$ cat src/rtl/display_arbiter.sv
// rtl/display_arbiter.sv - round-robin share of the seven-segment driver; optional idle refresh under `DISPLAY_ARB_REFRESH_EN
module display_arbiter #(
  parameter int DATA_WIDTH     = 16,
  parameter int NUM_REQ        = 2,
  parameter int REFRESH_CYCLES = 1024,
  parameter int ID_W           = $clog2(NUM_REQ)
) (
  input  logic                          clk,
  input  logic                          rst_n,
  input  logic [NUM_REQ-1:0]            i_req_valid,
  output logic [NUM_REQ-1:0]            o_req_ready,
  input  logic [NUM_REQ*DATA_WIDTH-1:0] i_req_data,
  input  logic [NUM_REQ-1:0]            i_req_error,
  input  logic [NUM_REQ-1:0]            i_req_is_neg,
  output logic [DATA_WIDTH-1:0]         o_drv_data,
  output logic                          o_drv_error,
  output logic                          o_drv_is_neg,
  output logic                          o_drv_valid,
  input  logic                          i_drv_ready,
  output logic [ID_W-1:0]               o_grant_id
);

  // Reject illegal parameterisations at elaboration
  if ((DATA_WIDTH % 4) != 0 || NUM_REQ < 2 || REFRESH_CYCLES < 2) begin : g_param_check
    $error("display_arbiter: illegal parameter value");
  end

  typedef enum logic {IDLE, SEND} state_t;

  localparam logic [ID_W:0]   NREQ    = (ID_W+1)'(NUM_REQ);
  localparam logic [ID_W-1:0] LAST_ID = ID_W'(NUM_REQ - 1);

  state_t                  state;
  logic [ID_W-1:0]         rr_ptr;
  logic [ID_W-1:0]         next_ptr;
  logic [2*NUM_REQ-1:0]    valid_dbl;
  logic [2*NUM_REQ-1:0]    valid_rot;
  logic                    win_found;
  logic [ID_W-1:0]         win_idx;
  logic [ID_W:0]           win_sum;
  logic [DATA_WIDTH-1:0]   win_data;
  logic                    win_error;
  logic                    win_neg;

`ifdef DISPLAY_ARB_REFRESH_EN
  localparam int CNT_W = $clog2(REFRESH_CYCLES);
  localparam logic [CNT_W-1:0] CNT_LAST = CNT_W'(REFRESH_CYCLES - 1);
  logic [CNT_W-1:0] idle_cnt;
  logic             have_last;
  logic             is_refresh;
`endif

  // Rotating the doubled valid vector puts rr_ptr at bit 0, so the first set bit is the winner
  assign valid_dbl = {i_req_valid, i_req_valid};
  assign valid_rot = valid_dbl >> rr_ptr;

  // Round-robin search: lowest offset from rr_ptr wins (loop runs downward so the lowest overrides)
  always_comb begin
    win_found = 1'b0;
    win_idx   = '0;
    win_sum   = '0;
    for (int i = NUM_REQ - 1; i >= 0; i--) begin
      if (valid_rot[i]) begin
        win_sum = {1'b0, rr_ptr} + (ID_W+1)'(i);
        if (win_sum >= NREQ) win_sum = win_sum - NREQ;
        win_idx   = win_sum[ID_W-1:0];
        win_found = 1'b1;
      end
    end
  end

  // Select the winning requester's payload
  always_comb begin
    win_data  = '0;
    win_error = 1'b0;
    win_neg   = 1'b0;
    for (int k = 0; k < NUM_REQ; k++) begin
      if (win_idx == ID_W'(k)) begin
        win_data  = i_req_data[k*DATA_WIDTH +: DATA_WIDTH];
        win_error = i_req_error[k];
        win_neg   = i_req_is_neg[k];
      end
    end
  end

  // Ready pulses only toward the winner while idle and out of reset
  always_comb begin
    o_req_ready = '0;
    if (rst_n && state == IDLE && win_found) o_req_ready = NUM_REQ'(1) << win_idx;
  end

  // Pointer moves one past the requester just served
  always_comb begin
    next_ptr = (o_grant_id == LAST_ID) ? '0 : o_grant_id + 1'b1;
  end

  // Arbitration FSM with registered driver-side outputs
  always_ff @(posedge clk) begin
    if (!rst_n) begin
      state        <= IDLE;
      rr_ptr       <= '0;
      o_drv_valid  <= 1'b0;
      o_drv_data   <= '0;
      o_drv_error  <= 1'b0;
      o_drv_is_neg <= 1'b0;
      o_grant_id   <= '0;
`ifdef DISPLAY_ARB_REFRESH_EN
      idle_cnt     <= '0;
      have_last    <= 1'b0;
      is_refresh   <= 1'b0;
`endif
    end else begin
      case (state)
        IDLE: begin
          if (win_found) begin
            o_drv_data   <= win_data;
            o_drv_error  <= win_error;
            o_drv_is_neg <= win_neg;
            o_grant_id   <= win_idx;
            o_drv_valid  <= 1'b1;
            state        <= SEND;
`ifdef DISPLAY_ARB_REFRESH_EN
            idle_cnt     <= '0;
            is_refresh   <= 1'b0;
`endif
          end
`ifdef DISPLAY_ARB_REFRESH_EN
          else if (have_last && idle_cnt == CNT_LAST) begin
            // Re-present the held value; payload and grant are left untouched
            o_drv_valid <= 1'b1;
            state       <= SEND;
            idle_cnt    <= '0;
            is_refresh  <= 1'b1;
          end else begin
            idle_cnt <= idle_cnt + 1'b1;
          end
`endif
        end
        SEND: begin
          if (i_drv_ready) begin
            o_drv_valid <= 1'b0;
            state       <= IDLE;
`ifdef DISPLAY_ARB_REFRESH_EN
            have_last   <= 1'b1;
            if (!is_refresh) rr_ptr <= next_ptr;
`else
            rr_ptr      <= next_ptr;
`endif
          end
        end
        default: state <= IDLE;
      endcase
    end
  end

endmodule

$ cat config.mk
export PLATFORM = sky130hd
export DESIGN_NAME = display_arbiter
export DESIGN_NICKNAME = d
export VERILOG_FILES = /design/src/rtl/display_arbiter.sv
export SDC_FILE = /design/constraint.sdc
export NUM_CORES = 1
export LEC_CHECK = 0
export CAP_MARGIN = 40
export CELL_PAD_IN_SITES_DETAIL_PLACEMENT = 1
export CELL_PAD_IN_SITES_GLOBAL_PLACEMENT = 2
export CORE_ASPECT_RATIO = 0.6
export CORE_UTILIZATION = 20
export CTS_CLUSTER_SIZE = 28
export DETAILED_ROUTE_END_ITERATION = 7
export HOLD_SLACK_MARGIN = 0.06
export MAX_ROUTING_LAYER = met4
export PLACE_DENSITY_LB_ADDON = 0.1
export SLEW_MARGIN = 20
export SYNTH_ARGS = -nofsm -noshare
export SYNTH_HDL_FRONTEND = slang
export SYNTH_SLANG_ARGS = --single-unit
$ cat constraint.sdc
create_clock -name clk -period 2.6 [get_ports clk]
set_input_delay 0.65 -clock clk [delete_from_list [all_inputs] [get_ports clk]]
set_output_delay 0.65 -clock clk [all_outputs]
set_load 0.1 [all_outputs]
After elaboration in Yosys (flattened, before gate mapping)
Index checks and enable logic that the tools add are counted.

word-level totals
  input bits = 41
  output and inout bits = 22
  word-level logic and storage cells = 40
  register bits = 22

cells by class
  magnitude comparators = 2
  bitwise logic cells = 1
  add/sub/neg operators = 4
  shifts and indexed selects = 2
  equal/unequal tests = 2
  multiplexer cells = 17
  reductions and logical operators = 5

operators with widths
  cell                                                 number
  2-to-1 mux 16 bit                                    1
  2-to-1 mux 1 bit                                     13
  AND reduction 2 bit                                  3
  != test 2 bit, second input constant                 2
  case mux 1 bit (2 select lines)                      2
  right shift 4 x 1 -> 2 bit                           1
  adder 1 x 1 -> 2 bit, second input constant          1
  >= comparator 1 x 2 -> 1 bit, second input constant  1
  >= comparator 2 bit, second input constant           1
  logical AND 1 bit                                    2
  2-to-1 mux 2 bit                                     1
  << shifter 1 x 1 -> 2 bit, first input constant      1
  subtractor 1 bit, second input constant              2
  adder 1 bit, second input constant                   1
  inverter 1 bit                                       1

Logic depth before layout (Yosys ltp)
  depth after elaboration = 7
  mapped depth = 5
  depth with buffers taken out = 3

Worst setup path before layout
OpenSTA, ideal clock, no wires.

  path kind = input -> output
  start = in i_req_valid[1]
  end = out o_req_ready[1]
  stages = 5
  setup slack = -334 ps
  arrival = 2284 ps
  data required time = 1950 ps
  buffers on the path = 2
  cells stage by stage = o21ba_2 -> buf_6 -> buf_6 -> nand2_1 -> nor3_2

between the ends
  longest elaborated chain between the ends = 5
  elaborated cells between the ends (all ways) = 8
  classes of those cells = shift: 2; mux: 5; reduce/logical: 1

RTL lines
  element                                                                line  text
  start: declaration                                                     10    input logic [NUM_REQ-1:0] i_req_valid,
  right shift 4 x 1 -> 2 bit (*)                                         55    assign valid_rot = valid_dbl >> rr_ptr;
  2-to-1 mux 1 bit (2 in series)                                         63    if (valid_rot[i]) begin
  << shifter 1 x 1 -> 2 bit / logical AND 1 bit (equally long branches)  89    if (rst_n && state == IDLE && win_found) o_req_ready = NUM_REQ'(1) << win_idx;
  2-to-1 mux 2 bit (*)                                                   89
  end: declaration                                                       11    output logic [NUM_REQ-1:0] o_req_ready,

Every way passes the cells marked *; elsewhere a longest branch is shown, timed or not.

Worst setup path after layout
Same ends and word-level chain as after synthesis.

==> results_dict.tcl <==
set metrics [dict create \
    hp-start "o_drv_valid" \
    route.vias.total 1156 \
    synth-seq-cells 22 \
    grt_usage_pct 16.1 \
    outcome "completed" \
    htree_levels 1 \
    nets 225 \
    antenna_found_initial 0 \
    vdd_drop_max_mv 0.248 \
    overflow 0 \
    num_io_pins 63 \
    setup_violations 0 \
    clock_latency_ps 270 \
    n_antenna_cell 0 \
    dpl-instance-area_mm2 0.00167 \
    fmax_mhz 398 \
    grt_pass1_vias 1212 \
    clock_skew_ps 8.59 \
    layout_worst_path_cycle_share_pct 96.6 \
    endpoint_kind "output port" \
    fp.dieW_um 94.1 \
    drive_gt1_share_pct 20.2 \
    rows 19 \
    clock-sinks 22 \
    synth_top_area_cell "dfxtp_1" \
    grt_pass1_wl_mm 6.32 \
    cts_tree "yes" \
    maxSlewViolCount 0 \
    synth_top_area_share_pct 43.3 \
    grt_max_degree 39 \
    syn-mean-instance-area_um2 8.20 \
    rsz0062_at_grt "no" \
    start_util_pct 21.5 \
    globalplace.congestion 0.652 \
    drc 0 \
    worstPathRequired_ps 1950 \
    period_minus_slack_ps 2510 \
    tightest_slew_ps 339 \
    slew-limit-headroom_pct 77.4 \
    fin_area_mm2 0.00174 \
    hold_viol_final 0 \
    critPathArrivalTime_ps 1860 \
    drt-wirelength-per-cell_um 15.5 \
    hpwlAfterDp_mm 2.65 \
    r2r_slack_ps 1320 \
    port_buffers 62 \
    fin_setup_tns_ps 0 \
    cts_resized 0 \
    drtPass1Iterations 4 \
    top_usage_layer "met2" \
    rr_worst_depth 4 \
    cts_root_buf "clkbuf_8" \
    synth_area_mm2 0.00102 \
    hold_buffers 0 \
    drtIter0Drc 20 \
    synth_seq_area_share_pct 43.3 \
    viasPerCell 4.70 \
    use_met2_pct 22.9 \
    ys_warn_count 0 \
    met1_usage_pct 22.6 \
    synth_cells 124 \
    dieArea_mm2 0.00538 \
    fillers 565 \
    hold_path_depth 1 \
    cts_buffers 3 \
    antenna_left 0 \
    min_path_type "reg2reg" \
    whs_endpoint "o_drv_valid" \
    crit_type "in2out" \
    yosysUniqueCellTypes 22 \
    r2r_start "state" \
    reg2reg_to "o_grant_id" \
    synthesis.nets 165 \
    grt_use_met3_pct 4.40 \
    p_per_area_mw_per_mm2 681 \
    die_h_um 57.2 \
    p_leak_nw 0.666 \
    netlist_top_cells_area "dfxtp_1 43%, o21ai_0 18%, a31oi_1 11%, nand3_1 8.9%, buf_6 3.3%" \
    maxCapViolCount 0 \
    start_kind "primary input" \
    cts_buffer_depth 2 \
    clk_pin_slew_worst_paths_ps 80 \
    critPathMaxFanout 4 \
    coreArea_mm2 0.00473 \
    post-cts-setup-buffer-count 0 \
    areaGrowthSynthToFinish_pct 71.0 \
    drt_wl_total_mm 3.82 \
]
[cell usage after synthesis]
cell type and n:
clkbuf_1 5, or2_2 1, nor3_2 1, inv_1 1, buf_2 4, o311a_1 1
nand2b_1 1, o21ba_2 1, a31oi_1 18, clkbuf_2 1, nor3_1 1, buf_4 1
nand2_1 3, buf_6 3, a21boi_0 1, nor2b_1 2, nand3_1 18, o21a_1 1
o21ai_0 36, dfxtp_1 22, o211a_1 1, a21oi_2 1
[worst max-delay path, cell delays in order]
cell             delay, ps
clkdlybuf4s50_1        530
o21ba_2                180
nand2_1                130
nor3_4                 180
buf_12                 200
[state kept, by name (all words and copies together), names as in the netlist]
signal / count
o_drv_data: 16
state: 1
rr_ptr: 1
o_grant_id: 1
o_drv_is_neg: 1
o_drv_error: 1
o_drv_valid: 1
[worst max path at each step]
stage,start,end,slack (ps),depth (start not counted)
floorplan,i_req_valid[1],o_req_ready[1],40,5
global placement,i_req_valid[1],o_req_ready[1],90,5
detailed placement,i_req_valid[1],o_req_ready[1],70,5
CTS,i_req_valid[1],o_req_ready[1],70,5
global route,i_req_valid[1],o_req_ready[1],7,5
finish,i_req_valid[1],o_req_ready[1],90,5
[cells by family after synthesis]
family	after synthesis	share of synthesized area (%)
AOI/OAI and AO/OA	60	34.1
buffers and inverters	15	8.73
DFF	22	43.3
and+or+nand+nor	27	13.9
[through the flow]
stage,util [%],setup slack (ps),hold WS [ps],instances,power (mW)
floorplan,-,35.5,452,124,0.722
global placement,35.3,87.8,478,242,0.860
detailed placement,35.3,73.1,493,242,0.866
CTS,36.8,68.8,520,246,1.20
global route,36.8,6.99,537,246,1.24
finish,36.8,89.4,519,246,1.18
[metal layers]
metal	vias to the layer above	wire length, µm
met5	-	0
met2	28	1690
met3	4	197
li1	581	-
met1	543	1900
met4	0	23
[cell usage in the layout, fill, tap and decap left out, drive strengths merged]
cell type,synthesis,layout
buf,8,29
bufinv,0,1
or2,1,1
o211a,1,1
inv,1,1
nand3,18,18
o21a,1,1
o21ba,1,1
o311a,1,1
clkdlybuf4s50,0,40
dfxtp,22,22
a21oi,1,1
nor2b,2,2
nor3,2,2
o21ai,36,36
a31oi,18,18
nand2,3,3
a21boi,1,1
nand2b,1,1
clkbuf,6,3
[area by class of cell]
class | instances | area, µm² | area share [%]
clock inverters | 1 | 30.0 | 1.73
flip-flops and latches | 22 | 440 | 25.3
repair buffers | 69 | 643 | 37.0
well taps | 63 | 78.8 | 4.53
inverters | 1 | 3.75 | 0.216
multi-input cells | 87 | 502 | 28.8
clock buffers | 3 | 41.3 | 2.37
[report_power, final]
| group | internal, mW | leakage [nW] | total, mW | switching [mW] |
|---|---|---|---|---|
| clock | 0.206 | 0.0357 | 0.330 | 0.124 |
| combinational | 0.136 | 0.447 | 0.467 | 0.331 |
| sequential | 0.370 | 0.183 | 0.388 | 0.0175 |
No activity file was read; power rests on OpenSTA's default activity.
